--- src/rtl/trap_controller.sv ---
`default_nettype none
// ============================================================================
//  Module      : trap_controller
//  Description : Exception entry/exit sequencer. Takes ECALL / illegal
//                instruction traps into the handler ROM, returns on MRET to
//                mepc+4, and halts the core on a double fault or when the
//                handler strays outside its ROM window.
//  Revision    : 1.0  initial release
// ============================================================================
module trap_controller #(
    parameter logic [31:0] HANDLER_BASE  = 32'h1c09_0000,
    parameter logic [31:0] HANDLER_SIZE  = 32'h0000_0090,
    parameter logic [31:0] ECALL_CAUSE   = 32'd11,
    parameter logic [31:0] ILLEGAL_CAUSE = 32'd2,
    parameter int          COUNT_W       = 16
) (
    input  logic               clk,
    input  logic               rst,
    input  logic               Retire_i,
    input  logic [31:0]        Pc_i,
    input  logic               IsEcall_i,
    input  logic               IsMret_i,
    input  logic               IsIllegal_i,
    output logic               Redirect_o,
    output logic [31:0]        RedirectPc_o,
    output logic               InHandler_o,
    output logic [31:0]        Mepc_o,
    output logic [31:0]        Mcause_o,
    output logic               Halt_o,
    output logic [COUNT_W-1:0] TrapCount_o
);

    // Exclusive upper bound of the handler ROM window (must not overflow).
    localparam logic [31:0] c_HANDLER_END = HANDLER_BASE + HANDLER_SIZE;

    localparam logic [1:0] ST_RUN     = 2'd0;
    localparam logic [1:0] ST_HANDLER = 2'd1;
    localparam logic [1:0] ST_FAULT   = 2'd2;

    logic [1:0]         state_q;
    logic [1:0]         state_d;
    logic [31:0]        mepc_q;
    logic [31:0]        mcause_q;
    logic [COUNT_W-1:0] count_q;

    logic               w_in_range;
    logic               w_take_trap;
    logic               w_do_return;
    logic [31:0]        w_cause;

    assign w_in_range = (Pc_i >= HANDLER_BASE) && (Pc_i < c_HANDLER_END);

    // Illegal encoding outranks ECALL; a lone MRET outside the handler is
    // treated as illegal as well.
    assign w_cause = IsIllegal_i ? ILLEGAL_CAUSE :
                     IsEcall_i   ? ECALL_CAUSE   : ILLEGAL_CAUSE;

    // Event decode: which architectural action the retiring instruction causes.
    always_comb begin
        w_take_trap = 1'b0;
        w_do_return = 1'b0;
        if (Retire_i) begin
            case (state_q)
                ST_RUN: begin
                    w_take_trap = IsIllegal_i | IsEcall_i | IsMret_i;
                end
                ST_HANDLER: begin
                    w_do_return = IsMret_i & ~IsIllegal_i & ~IsEcall_i & w_in_range;
                end
                default: begin
                    w_take_trap = 1'b0;
                    w_do_return = 1'b0;
                end
            endcase
        end
    end

    // State register.
    always_ff @(posedge clk or posedge rst) begin
        if (rst) begin
            state_q <= ST_RUN;
        end else begin
            state_q <= state_d;
        end
    end

    // Next-state logic.
    always_comb begin
        state_d = state_q;
        case (state_q)
            ST_RUN: begin
                if (w_take_trap) begin
                    state_d = ST_HANDLER;
                end
            end
            ST_HANDLER: begin
                if (Retire_i) begin
                    // Nested trap or escape from the ROM window is fatal.
                    if (IsIllegal_i || IsEcall_i || !w_in_range) begin
                        state_d = ST_FAULT;
                    end else if (IsMret_i) begin
                        state_d = ST_RUN;
                    end
                end
            end
            ST_FAULT: begin
                state_d = ST_FAULT;
            end
            default: begin
                state_d = ST_FAULT;
            end
        endcase
    end

    // Combinational redirect toward the handler or back to mepc+4.
    always_comb begin
        Redirect_o   = 1'b0;
        RedirectPc_o = 32'd0;
        if (!rst) begin
            if (w_take_trap) begin
                Redirect_o   = 1'b1;
                RedirectPc_o = HANDLER_BASE;
            end else if (w_do_return) begin
                Redirect_o   = 1'b1;
                RedirectPc_o = mepc_q + 32'd4;
            end
        end
    end

    // Trap CSRs and saturating trap counter, written only on trap entry.
    always_ff @(posedge clk or posedge rst) begin
        if (rst) begin
            mepc_q   <= 32'd0;
            mcause_q <= 32'd0;
            count_q  <= '0;
        end else if (w_take_trap) begin
            mepc_q   <= Pc_i;
            mcause_q <= w_cause;
            if (!(&count_q)) begin
                count_q <= count_q + COUNT_W'(1);
            end
        end
    end

    assign InHandler_o = (state_q == ST_HANDLER);
    assign Halt_o      = (state_q == ST_FAULT);
    assign Mepc_o      = mepc_q;
    assign Mcause_o    = mcause_q;
    assign TrapCount_o = count_q;

endmodule
`default_nettype wire

--- config.mk ---
export PLATFORM = sky130hd
export DESIGN_NAME = trap_controller
export DESIGN_NICKNAME = d
export VERILOG_FILES = /design/src/rtl/trap_controller.sv
export SDC_FILE = /design/constraint.sdc
export NUM_CORES = 1
export LEC_CHECK = 0
export CAP_MARGIN = 20
export CORE_MARGIN = 1
export CORE_UTILIZATION = 35
export CTS_CLUSTER_SIZE = 10
export DETAILED_ROUTE_END_ITERATION = 8
export PLACE_DENSITY = 0.77
export REMOVE_ABC_BUFFERS = 1
export SLEW_MARGIN = 25
export SYNTH_ARGS = -nofsm -noshare
export SYNTH_HDL_FRONTEND = slang
export SYNTH_SLANG_ARGS = --single-unit
export TNS_END_PERCENT = 30
--- constraint.sdc ---
create_clock -name clk -period 2.8 [get_ports clk]
set_clock_uncertainty 0.2 [all_clocks]
set_input_delay 0.56 -clock clk [delete_from_list [all_inputs] [get_ports clk]]
set_output_delay 0.56 -clock clk [all_outputs]
set_load 0.01 [all_outputs]
======== After elaboration in Yosys (flattened, before gate mapping) ========
Cells that the tools add are included.
word-level totals
  register bits after elaboration ......... 82
  bits in latches ......................... 0
  RAM bits ................................ 0
  ROM bits ................................ 0
  input bits .............................. 38
  logic and storage cells ................. 46
  memories kept ........................... 0
cells by class
  add/subtract/negate cells ............... 2
  $mul .................................... 0
  divide/modulo/power cells ............... 0
  magnitude comparators ................... 2
  equality and inequality tests ........... 5
  shift-type cells ........................ 0
  muxes and demuxes ....................... 17
  bitwise logic cells ..................... 8
  reduce and logical (&&, ||, !) cells .... 8
operator list
  operator                                                                  number
  32-bit two-way mux                                                        3
  32-bit by 3-bit adder with 32-bit output (second input constant)          1
  32-bit by 29-bit >= comparator with 1-bit output (second input constant)  1
  32-bit by 29-bit < comparator with 1-bit output (second input constant)   1
  16-bit by 1-bit adder with 16-bit output (second input constant)          1
  16-bit AND reduction                                                      1
  2-bit two-way mux                                                         4
  4-bit two-way mux                                                         2
  1-bit two-way mux                                                         7
  2-bit inequality test (second input constant)                             2
  2-bit case mux with 2 select lines                                        1
  1-bit bitwise AND                                                         3
  3-bit by 2-bit inequality test with 1-bit output (second input constant)  1
  1-bit inverter                                                            3
  3-bit AND reduction                                                       1
  2-bit by 1-bit == test with 1-bit output (second input constant)          1
  2-bit == test (second input constant)                                     1
  2-bit zero test                                                           1
  1-bit logical OR                                                          2
  1-bit OR                                                                  2
  2-bit AND reduction                                                       1
  1-bit logical AND                                                         1
  1-bit zero test                                                           1

======== Logic depth before layout (Yosys ltp) ========
Gate-level depths: netlist of run 1.
  depth after elaboration ................. 9
  gate-level depth with buffers ........... 6

======== Worst setup path after synthesis of run 1 ========
Ideal clock, no wire load.
  path type ............................... input to output
  from .................................... in rst
  to ...................................... out RedirectPc_o[19]
  data arrival time ....................... 2.481 ns
  setup slack ............................. -0.441 ns
  stages on the path ...................... 3
  path buffers ............................ 0
  path through ............................ inv_1 nand2_1 a221oi_1
on the way
  cells in the longest elaborated chain, start to end .. 1
RTL lines
  element             line  RTL
  start: declaration  18    input logic rst,
  32-bit two-way mux  119   if (!rst) begin
  end: declaration    25    output logic [31:0] RedirectPc_o,
Every way passes these cells.

======== Worst setup path after layout of run 1 ========
  from .................................... in Pc_i[28]
  to ...................................... out RedirectPc_o[26]
on the way
  cells in the longest elaborated chain, start to end .. 8
  elaborated cells between the ends (all ways) .. 9
  those cells by class .................... 2 x order compare; 5 x mux; 1 x bitwise; 1 x reduce/logical
RTL lines
  element                                                                                                                     line  RTL
  start: declaration                                                                                                          20    input logic [31:0] Pc_i,
  32-bit by 29-bit >= comparator with 1-bit output / 32-bit by 29-bit < comparator with 1-bit output (equally long branches)  51    assign w_in_range = (Pc_i >= HANDLER_BASE) && (Pc_i < c_HANDLER_END);
  1-bit logical AND *                                                                                                         51
  1-bit bitwise AND *                                                                                                         68    w_do_return = IsMret_i & ~IsIllegal_i & ~IsEcall_i & w_in_range;
  1-bit two-way mux *                                                                                                         63    case (state_q)
  1-bit two-way mux *                                                                                                         62    if (Retire_i) begin
  32-bit two-way mux *                                                                                                        123   end else if (w_do_return) begin
  32-bit two-way mux *                                                                                                        120   if (w_take_trap) begin
  32-bit two-way mux *                                                                                                        119
Every way passes the cells marked *; elsewhere a longest branch is shown, timed or not.

==> results of run 1 <==
-- how the worst max path moves through the flow --
stage                     startpoint               end  slack (ns)  cells past startpoint
after detailed placement     Pc_i[9]  RedirectPc_o[19]       -0.88                      7
final                       Pc_i[28]  RedirectPc_o[26]       -0.05                      8
after global placement      Pc_i[13]  RedirectPc_o[19]       -0.90                      6
after CTS                   Pc_i[12]  RedirectPc_o[19]      -0.008                      8
after floorplan                  rst  RedirectPc_o[19]       -0.44                      3
after global routing        Pc_i[10]  RedirectPc_o[26]       -0.13                      9
-- final cells by class --
class	instances	area, µm²	share of cell area, %
repair buffers	210	1718	32.75
diodes	1	2.502	0.04770
clock buffers	7	96.34	1.836
multi-input cells	311	1956	37.28
well taps	111	138.9	2.647
flip-flops and latches	52	1301	24.80
inverters	9	33.78	0.6439
-- sequential cells by signal, indices dropped and copies added, names as in the netlist --
register and count:
TrapCount_o 16, Mepc_o 32, state_q 2, Mcause_o 2
-- routing by layer --
| metal | part of all wire [%] | GRT usage, % | up-vias |
|---|---|---|---|
| li1 | - | - | 1678 |
| met5 | 0 | 0 | - |
| met1 | 41 | 23.91 | 1661 |
| met4 | 2.3 | 7.466 | 0 |
| met2 | 52 | 37.39 | 110 |
| met3 | 5.1 | 3.303 | 22 |
-- cell usage after synthesis (2+ instances only) --
cell                         n
sky130_fd_sc_hd__nand4_1    12
sky130_fd_sc_hd__nor4b_1     5
sky130_fd_sc_hd__nor4_1      4
sky130_fd_sc_hd__xor2_1     26
sky130_fd_sc_hd__o32a_1      2
sky130_fd_sc_hd__nand2_1   101
sky130_fd_sc_hd__a22oi_1     3
sky130_fd_sc_hd__o31ai_1     5
sky130_fd_sc_hd__dfrtp_1    52
sky130_fd_sc_hd__or2_2       2
sky130_fd_sc_hd__buf_4      33
sky130_fd_sc_hd__buf_2       6
sky130_fd_sc_hd__nand3b_1    2
sky130_fd_sc_hd__inv_1       9
sky130_fd_sc_hd__ha_1        2
sky130_fd_sc_hd__or3_1       8
sky130_fd_sc_hd__nor3_1      7
sky130_fd_sc_hd__nand3_1    13
sky130_fd_sc_hd__a21oi_1    10
sky130_fd_sc_hd__nor2_1     22
sky130_fd_sc_hd__clkbuf_1    4
sky130_fd_sc_hd__buf_6       5
sky130_fd_sc_hd__nand2b_1    2
sky130_fd_sc_hd__nor2b_1     2
sky130_fd_sc_hd__nor3b_1     3
sky130_fd_sc_hd__o21ai_0    15
sky130_fd_sc_hd__or4_1       3
sky130_fd_sc_hd__nand4_4     2
sky130_fd_sc_hd__and3_1      4
sky130_fd_sc_hd__xnor2_1     3
sky130_fd_sc_hd__and4_1     11
sky130_fd_sc_hd__and2_1      2
-- cells by family (layout without fill, tap and decap cells) --
| family | after synthesis | after routing | synth area share, % |
|---|---|---|---|
| AOI/OAI and AO/OA | 41 | 41 | 7.754 |
| xor gates and xnor gates | 29 | 29 | 7.678 |
| adders and majority gates | 2 | 2 | 0.7563 |
| buffers and inverters | 57 | 226 | 11.57 |
| DFF | 52 | 52 | 39.33 |
| muxes | 1 | 1 | 0.3404 |
| other | 1 | 30 | 0.1134 |
| and+or+nand+nor | 209 | 209 | 32.45 |
-- through the flow --
step | setup slack [ns] | TNS [ns] | area (µm²) | power [mW]
floorplan | -0.4409 | -4.849 | 3064 | 2.022
global placement | -0.8990 | -26.36 | 5017 | 3.220
detailed placement | -0.8802 | -25.13 | 5017 | 3.280
CTS | -0.008240 | -0.008240 | 5209 | 3.800
global route | -0.1273 | -1.269 | 5246 | 4.098
finish | -0.05194 | -0.2368 | 5246 | 3.845
-- worst reg2reg max path, delay by kind of cell (launching register included) --
family,cells,cell delay [ns]
xor gates and xnor gates,1,0.13
adders and majority gates,1,0.22
buffers and inverters,1,0.16
DFF,1,0.44
and+or+nand+nor,3,0.89
-- power by group through the flow --
stage          clock, mW  sequential (mW)  combinational (mW)
2_1_floorplan          0             1.46               0.557
3_3_place_gp           0             1.21                2.01
3_5_place_dp           0             1.23                2.05
4_1_cts            0.476             1.21                2.11
5_1_grt            0.506             1.26                2.33
6_report           0.463             1.22                2.16
-- what timing repair did --
action                     in CTS  in global routing
gates cloned                    0                  1
setup endpoints to repair      33                 33
setup buffers                   8                  3
resized for setup             204                 56
pin swaps                      12                 14
==> results.md, run 1 <==
- Power per standard cell area: around 730 mW/mm²
- Largest buffer count on any clock path: 2
- Dpl hpwl: about 7500 µm
- Die Y: 99.22 µm
- Share of total power in the clock network: between 10% and 20%
- Clock tree root buffer cell: sky130_fd_sc_hd__clkbuf_8
- Highest achievable clock rate: about 350 MHz
- Largest net degree at the start of global routing: 53
- Register bit total from synthesis: between 50 and 60
- # rows: 35
- Num CTS Buffers: 5
- Endpoint of the worst-slack reg-to-reg timing path: TrapCount_o[0]
- Slew at the pin closest to its max-slew limit: ~0.69 ns
- Minimum hold slack: ~0.26 ns
- Pins Over Slew Limit: 0
- Fraction of the yosys area taken by sequential cells: 39.33%
- Synth-to-Final Area Change: 58.59%
- CP max stage delay: 0.26 ns
- Cell type with the highest aggregate area in the netlist: sky130_fd_sc_hd__dfrtp_1
- CP endpoint kind: output pin
- Number of global-route vias before repair: ~3400
- Most common flop cell mapped by yosys: sky130_fd_sc_hd__dfrtp_1
- Series of cell instances along the critical path: dlygate4sd2_1, nor4b_4, and4_4, nand4_1, buf_6, buf_8, a22oi_2, buf_2
- Number of fill cells: a little over 800
- Remaining Overflow, GRT: 0
- Total internal power: 2.365 mW
- First-pass GRT wire length: about 16000 µm
- H-tree levels: 2
- Drc violations: 0
- R2R cell count: 6
- Worst-case hold path end point: Mepc_o[12]
- Post-layout worst setup margin: -0.05194 ns
- CP arrival: about 2.1 ns
- Synthesized area: roughly 0.0033 mm²
- Category of the most critical setup path: input pin to output pin
- Die X-Extent: roughly 100 µm
- Fin nets: 629
- Initial drt markers: roughly 120
- Relative slew margins: ~54%
- Worst-case register-to-register setup slack: roughly 0.66 ns
- Share of the clock period used by the worst path: 101.9%
- Hold WC Path Type: input pin to flip-flop
- TritonCTS clock tree: done
- Buffers & Inverters on Critical Path: 4
- Net switching power: 1.481 mW
- Max rail drop VDD: 0.3302 mV
- Number of instances in the synthesized netlist: a little under 400
- Ys Warns: 0
- Slowest cell on crit path: sky130_fd_sc_hd__and4_4
- Share of total power in sequential cells: 31.8%
- Placed cell count: between 600 and 700
- LEAKAGE: 2.545 nW
- Result of the run: finished with violations
- Final core utilization: a little under three fifths
- Comb pwr share: 56.1%
- Initial antenna violation count: 1
- Area of the core region: 0.009196 mm²
- TritonRoute pass-1 iters: 4
- Initial Util: a little over a third
- Number of top-level design ports: ~150
- Most frequent cells in the layout: 99 x sky130_fd_sc_hd__nand2_1, 80 x sky130_fd_sc_hd__buf_4, 58 x sky130_fd_sc_hd__clkdlybuf4s50_1, 52 x sky130_fd_sc_hd__dfrtp_1, 29 x sky130_fd_sc_hd__conb_1
- Post-synth top area share: 39.33%
- Top post-synthesis cells by area: sky130_fd_sc_hd__dfrtp_1 39%, sky130_fd_sc_hd__nand2_1 11%, sky130_fd_sc_hd__buf_4 7.5%
- Via count: between 3000 and 4000
- Routed Wire Length: 10430 µm
- Proportion of register bits with asynchronous set or reset after synthesis: 100.0%
- Endpoints failing hold: 0
- Input/output buffers: roughly 120
- Mean post-synth cell area: about 8.4 µm²
- CTS clk-pin slew, worst paths: about 0.1 ns
- Fin cells: ~700
- Share of total power consumed by net switching: between 30% and 40%
- Number of maximum-capacitance violations: 0
- Library cells used by synthesis: between 40 and 50
- Last weighted congestion value of the routability-driven placer: between 0.8 and 0.9
- Most common library cell in the layout ignoring fill and taps: sky130_fd_sc_hd__nand2_1
- Later-pin clock latency in the skew report: roughly 0.30 ns
- Startpoint types: input pin
- Hold Path Origin: Pc_i[12]
- Count of clock tree sinks: 52
- Setup repair after global routing missed its margin: yes
- Count of flip-flops with a built-in enable after synthesis: 0
- DR vias/cell: between 4 and 5
- Area enclosed by the die boundary: slightly below 0.01 mm²
- Reg-to-reg startpoint: TrapCount_o[0]
- Final critical delay including setup and external delays: 2.852 ns
- Post-route ant nets: 0
- Final count of negative-setup-slack endpoints: 9
- Number of stages on the worst hold path: 3
- Routed wire per std cell: roughly 15 µm
- Highest fanout seen on the critical path: 5
- Global Route Usage Sum: between 20% and 30%
- Share of post-route cells with drive strength above 1: between 30% and 40%
- Critical path data required time: 2.04 ns
- Gate family responsible for the most delay along the worst path: buffers and inverters
- Number of buffers added to fix hold violations after cts: 0
- Failing checks: negative setup slack
Power figures use the tool's default switching activity.
==> inputs of run 2 (changes only) <==
Settings changed: SETUP_SLACK_MARGIN from default to 0.02.
==> run 2 against run 1 <==
Wire length up 0.14%. Sequential share of layout area up 0.071 points. Via count up 0.72%. Largest cell class unchanged. Final cell count unchanged. Setup slack better by 0.0037 ns. The run still ends with negative setup slack left. Critical endpoint unchanged. Flip-flop and latch count unchanged. Combinational power about the same. Non-clock buffer count unchanged. Final area down 0.29%.
==> results.md, run 2 (synthesis gave the netlist of run 1 again) <==
- Drc violations: 0 (unchanged)
- Share of total power in sequential cells: 31.9% (about the same)
- Post-layout worst setup margin: -0.04829 ns (+0.003659 ns)
- H-tree levels: 2 (unchanged)
- Number of maximum-capacitance violations: 0 (unchanged)
- Relative slew margins: 55.00% (+0.74 points)
- Post-route ant nets: 0 (unchanged)
- Net switching power: 1.478 mW (-0.19%)
- TritonCTS clock tree: done
- # rows: 35 (unchanged)
- Initial drt markers: 158 (+33%)
- Initial Util: 35.97% (unchanged)
- Share of total power in the clock network: 12.0% (about the same)
- Count of clock tree sinks: 52 (unchanged)
- Hold WC Path Type: input pin to flip-flop
- Area of the core region: 0.009196 mm² (unchanged)
- Initial antenna violation count: 1 (unchanged)
- Remaining Overflow, GRT: 0 (unchanged)
- Comb pwr share: 56.1% (about the same)
- Area enclosed by the die boundary: 0.009845 mm² (unchanged)
- Synth-to-Final Area Change: 58.13%
- Category of the most critical setup path: input pin to output pin
- Largest net degree at the start of global routing: 53 (unchanged)
- Max rail drop VDD: 0.3304 mV (about the same)
- Global Route Usage Sum: 20.43% (+0.030 points)
- Pins Over Slew Limit: 0 (unchanged)
- Highest achievable clock rate: 351.1 MHz (+0.13%)
- Endpoints failing hold: 0 (unchanged)
- Largest buffer count on any clock path: 2 (unchanged)
- Share of the clock period used by the worst path: 101.7% (-0.13 points)
- Critical path data required time: 2.04 ns (about the same)
- Most frequent cells in the layout: 99 x sky130_fd_sc_hd__nand2_1, 80 x sky130_fd_sc_hd__buf_4, 58 x sky130_fd_sc_hd__clkdlybuf4s50_1, 52 x sky130_fd_sc_hd__dfrtp_1, 32 x sky130_fd_sc_hd__buf_2
- Fin area: 0.005231 mm² (-0.29%)
- Worst slack at placement: -0.8802 ns (unchanged)
- Via count: 3496 (+0.72%)
- Num CTS Buffers: 5 (unchanged)
- Total internal power: 2.362 mW (-0.11%)
- Total negative setup slack: -0.2034 ns (+0.03341 ns)
- Highest fanout seen on the critical path: 5 (unchanged)
- Startpoint types: input pin
- Number of buffers added to fix hold violations after cts: 0 (unchanged)
- Number of top-level design ports: 153 (unchanged)
- Power per standard cell area: 734.0 mW/mm² (+0.15%)
- Dpl hpwl: 7545 µm (unchanged)
- Clock tree root buffer cell: sky130_fd_sc_hd__clkbuf_8
- CP endpoint kind: output pin
- Failing checks: negative setup slack
- Flip-flop count of the largest register, all copies and words added: 32 (unchanged)
- Fin nets: 629 (unchanged)
- Most common library cell in the layout ignoring fill and taps: sky130_fd_sc_hd__nand2_1
- CTS clk-pin slew, worst paths: 0.10 ns (about the same)
- Die Y: 99.22 µm (unchanged)
- Later-pin clock latency in the skew report: 0.30 ns (about the same)
- Input/output buffers: 123 (unchanged)
- Routed wire per std cell: 14.90 µm (+0.14%)
- Number of global-route vias before repair: 3443 (+0.029%)
- DR vias/cell: 4.987 (+0.72%)
- Area of the multi-input gates: 0.001947 mm² (-0.45%)
- Worst-case register-to-register setup slack: 0.66 ns (about the same)
- TritonRoute pass-1 iters: 4 (unchanged)
- CP arrival: 2.09 ns (about the same)
- First-pass GRT wire length: 16310 µm (+0.17%)
- LEAKAGE: 2.537 nW (-0.34%)
- Placed cell areas: 0.005017 mm² (unchanged)
- Slew at the pin closest to its max-slew limit: 0.6751 ns (-0.01111 ns)
- Setup repair after global routing missed its margin: yes
- Result of the run: finished with violations
- Routed Wire Length: 10440 µm (+0.14%)
- Last weighted congestion value of the routability-driven placer: 0.8238 (unchanged)
- Final count of negative-setup-slack endpoints: 9 (unchanged)
- Register cell area after layout: 0.001301 mm² (unchanged)
- Final critical delay including setup and external delays: 2.848 ns (-0.003659 ns)
- Share of post-route cells with drive strength above 1: 32.43% (+0.17 points)
- Die X-Extent: 99.22 µm (unchanged)
- Share of total power consumed by net switching: 38.49% (about the same)
- Number of fill cells: 832 (+0.48%)
## run 2: repair_timing
action	in CTS	in global routing
pin swaps	15	14
resized for setup	211	51
endpoints found under the setup margin	33	33
gates cloned	0	1
setup buffers	8	3
## run 2: area by class of cell
cell class / count / share of cell area (%)
flip-flops and latches: 52 / 24.87
repair buffers: 210 / 32.72
clock buffers: 7 / 1.842
well taps: 111 / 2.655
diodes: 1 / 0.04784
multi-input cells: 311 / 37.22
inverters: 9 / 0.6458
## run 2: path summary, 6_finish.rpt
path                           startpoint          endpoint  cells after the start
max reg2reg                TrapCount_o[0]    TrapCount_o[0]                      6
min in group asynchronous             rst        Mepc_o[26]                      4
max in group asynchronous             rst    TrapCount_o[9]                      4
min reg2reg                   Mcause_o[1]       Mcause_o[1]                      1
min                              Pc_i[12]        Mepc_o[12]                      3
max                              Pc_i[14]  RedirectPc_o[26]                      8
## run 2: per-layer routing
layer	GRT usage (%)	vias up	wire length (µm)
met3	3.303	21	581
li1	-	1677	-
met4	7.466	0	229
met5	0	-	0
met1	23.96	1667	4225
met2	37.45	131	5408
## run 2: power by group through the flow
stage	registers (mW)	clock network, mW	logic [mW]
final	1.23	0.461	2.15
after detailed placement	1.23	0	2.05
after CTS	1.22	0.476	2.11
after floorplan	1.46	0	0.557
after global routing	1.26	0.506	2.33
after global placement	1.21	0	2.01
## run 2: per-stage QoR
step	util [%]	total power [mW]	hold WS [ns]	std cells
after global placement	54.56	3.220	0.2543	682
after global routing	56.88	4.095	0.2631	701
after CTS	56.71	3.804	0.2487	696
final	56.88	3.840	0.2640	701
after floorplan	-	2.022	0.2979	372
after detailed placement	54.56	3.280	0.2514	682
## run 2: critical path: stages
cell	delay, ns
sky130_fd_sc_hd__clkdlybuf4s15_2	0.21
sky130_fd_sc_hd__nor4b_4	0.23
sky130_fd_sc_hd__and4_4	0.26
sky130_fd_sc_hd__nand4_1	0.19
sky130_fd_sc_hd__buf_6	0.20
sky130_fd_sc_hd__buf_8	0.13
sky130_fd_sc_hd__a22oi_2	0.16
sky130_fd_sc_hd__buf_2	0.15
==> inputs of run 3 (changes only) <==
--- a/config.mk
+++ b/config.mk
@@ -12,2 +12,3 @@
 export DETAILED_ROUTE_END_ITERATION = 8
+export GPL_ROUTABILITY_DRIVEN = 0
 export PLACE_DENSITY = 0.77
==> constraint.sdc (replaced) <==
create_clock -name clk -period 2.8 [get_ports clk]
set_clock_uncertainty 0.2 [all_clocks]
set_input_delay 0.42 -clock clk [delete_from_list [all_inputs] [get_ports clk]]
set_output_delay 0.42 -clock clk [all_outputs]
set_load 0.01 [all_outputs]
==> run 3 against run 2 <==
Power fell by 0.46%. Clock power rose by 22%. Register-to-register slack barely moved. Setup slack improved by 0.13 ns. Core utilization fell by 1.6 points. Critical path depth did not move. The flow now finishes without violations. Die area did not move. Global-route usage fell by 0.25 points. Combinational power fell by 6%. Maximum frequency rose by 5.0%. Largest cell class unchanged.
==> results.md, run 3 (synthesis gave the netlist of run 1 again) <==
- Result of the run: complete, no violations
- CTS clk-pin slew, worst paths: 0.09 ns (about the same)
- Reg-to-reg startpoint: TrapCount_o[0]
- Routed Wire Length: 9933 µm (-4.9%)
- Num CTS Buffers: 5 (unchanged)
- CP arrival: 2.09 ns (about the same)
- Final count of negative-setup-slack endpoints: 0 (-9)
- LEAKAGE: 2.495 nW (-1.7%)
- Global Route Usage Sum: 20.18% (-0.25 points)
- Input/output buffers: 123 (unchanged)
- Remaining Overflow, GRT: 0 (unchanged)
- Slowest cell on crit path: sky130_fd_sc_hd__clkdlybuf4s50_1
- Routed wire per std cell: 14.56 µm (-2.2%)
- Initial Util: 35.97% (unchanged)
- Hold Path Origin: Pc_i[28]
- Relative slew margins: 55.69% (+0.69 points)
- Area of the multi-input gates: 0.001872 mm² (-3.9%)
- Count of clock tree sinks: 52 (unchanged)
- Area of the core region: 0.009196 mm² (unchanged)
- Number of global-route vias before repair: 3276 (-4.9%)
- Minimum hold slack: 0.1924 ns (-0.07154 ns)
- Synth-to-Final Area Change: 53.56%
- Max rail drop VDD: 0.3415 mV (+3.3%)
- R2R cell count: 5 (-1)
- Number of antenna diodes: 0 (-1)
- Routing usage on met2: 36.11% (-1.3 points)
- CP endpoint kind: output pin
- Power per standard cell area: 752.4 mW/mm² (+2.5%)
- Placed cell areas: 0.004942 mm² (-1.5%)
- Initial antenna violation count: 0 (-1)
- Design Power: 3.822 mW (-0.46%)
- Share of post-route cells with drive strength above 1: 24.87% (-7.6 points)
- Highest achievable clock rate: 368.5 MHz (+5.0%)
- Fin area: 0.005080 mm² (-2.9%)
- Register cell area after layout: 0.001301 mm² (unchanged)
- Critical path data required time: 2.18 ns (+0.14 ns)
- Number of stages on the worst hold path: 3 (unchanged)
- Area enclosed by the die boundary: 0.009845 mm² (unchanged)
- Largest buffer count on any clock path: 2 (unchanged)
- First-pass GRT wire length: 15910 µm (-2.5%)
- Die Y: 99.22 µm (unchanged)
- Met3 global-route usage: 3.795% (+0.49 points)
- Via count: 3408 (-2.5%)
- Final critical delay including setup and external delays: 2.714 ns (-0.1344 ns)
- Dpl hpwl: 7627 µm (+1.1%)
- Clock tree root buffer cell: sky130_fd_sc_hd__clkbuf_8
- Number of fill cells: 821 (-1.3%)
- Layer with the highest usage after global routing: met2
- Initial drt markers: 107 (-32%)
- Share of the clock period used by the worst path: 96.92% (-4.8 points)
- Pins Over Slew Limit: 0 (unchanged)
- Series of cell instances along the critical path: clkdlybuf4s50_1, nor4_2, and3_4, nand4_1, buf_6, buf_4, a21oi_1, buf_2
- Setup repair after global routing missed its margin: yes
- Drc violations: 0 (unchanged)
- Fin nets: 610 (-3.0%)
- H-tree levels: 2 (unchanged)
- TritonRoute pass-1 iters: 4 (unchanged)
- Hold WC Path Type: input pin to flip-flop
- Die X-Extent: 99.22 µm (unchanged)
- Slew at the pin closest to its max-slew limit: 0.6647 ns (-0.01038 ns)
- Highest fanout seen on the critical path: 5 (unchanged)
- TritonCTS clock tree: done
- Placed cell count: 672 (-1.5%)
- Endpoint of the worst-slack reg-to-reg timing path: TrapCount_o[1]
- Most frequent cells in the layout: 99 x sky130_fd_sc_hd__nand2_1, 75 x sky130_fd_sc_hd__clkdlybuf4s50_1, 64 x sky130_fd_sc_hd__buf_4, 52 x sky130_fd_sc_hd__dfrtp_1, 31 x sky130_fd_sc_hd__buf_2
- DR vias/cell: 4.997 (+0.20%)
- Worst-case hold path end point: Mepc_o[28]
- Category of the most critical setup path: input pin to output pin
- Most common library cell in the layout ignoring fill and taps: sky130_fd_sc_hd__nand2_1
- Number of top-level design ports: 153 (unchanged)
- Number of maximum-capacitance violations: 0 (unchanged)
- Later-pin clock latency in the skew report: 0.30 ns (about the same)
- GR Util met1: 24.92% (+0.96 points)
- Post-route ant nets: 0 (unchanged)
- Final core utilization: 55.24% (-1.6 points)
- Flip-flop count of the largest register, all copies and words added: 32 (unchanged)
- Largest net degree at the start of global routing: 53 (unchanged)
- Startpoint types: input pin
- Fin cells: 682 (-2.7%)
- Endpoints failing hold: 0 (unchanged)
- # rows: 35 (unchanged)
- Worst-case register-to-register setup slack: 0.65 ns (about the same)
- CP max stage delay: 0.43 ns (+0.17 ns)
[run 3: routing by layer]
layer	routed length (µm)	vias up
li1	-	1641
met1	4007	1631
met2	5225	124
met3	564	12
met4	136	0
met5	0	-
[run 3: cell type report]
class,count,share of cell area (%)
Timing Repair Buffer,191,31.65
Tap cell,111,2.734
Clock buffer,7,1.897
Clock inverter,1,0.5911
Multi-Input combinational cell,311,36.85
Sequential cell,52,25.62
Inverter,9,0.6650
[run 3: worst max-delay path: cells and delay by family]
kind | cells | cell delay, ns
buffers and inverters | 4 | 0.90
and+or+nand+nor | 3 | 0.63
AOI/OAI and AO/OA | 1 | 0.14
[run 3: stage by stage]
stage	setup slack (ns)	TNS [ns]
after floorplan	-0.1609	-0.1983
after global placement	-0.5980	-16.58
after detailed placement	-0.6252	-17.41
after CTS	0.02011	0
after global routing	-0.003495	-0.01034
final	0.08615	0
[run 3: how the worst max path moves through the flow]
stage	startpoint	slack, ns	endpoint	cells after the start
after floorplan	rst	-0.16	RedirectPc_o[19]	3
after global placement	Pc_i[14]	-0.60	RedirectPc_o[19]	6
after detailed placement	Pc_i[14]	-0.63	RedirectPc_o[19]	6
after CTS	Pc_i[9]	0.02	RedirectPc_o[0]	9
after global routing	Pc_i[22]	-0.003	RedirectPc_o[27]	8
final	Pc_i[22]	0.09	RedirectPc_o[22]	8
[run 3: where the power goes]
part | total (mW) | internal, mW | switching, mW | leakage, nW
logic | 2.02 | 1.07 | 0.960 | 1.78
clock network | 0.563 | 0.316 | 0.247 | 0.0645
registers | 1.23 | 1.02 | 0.218 | 0.652
total | 3.82 | 2.40 | 1.43 | 2.49
[run 3: what timing repair did]
action	4_1_cts	5_1_grt
pin swaps	3	8
setup buffers	1	0
hold buffers	0	0
setup endpoints to repair	33	33
gates cloned	1	0
resized for setup	145	34
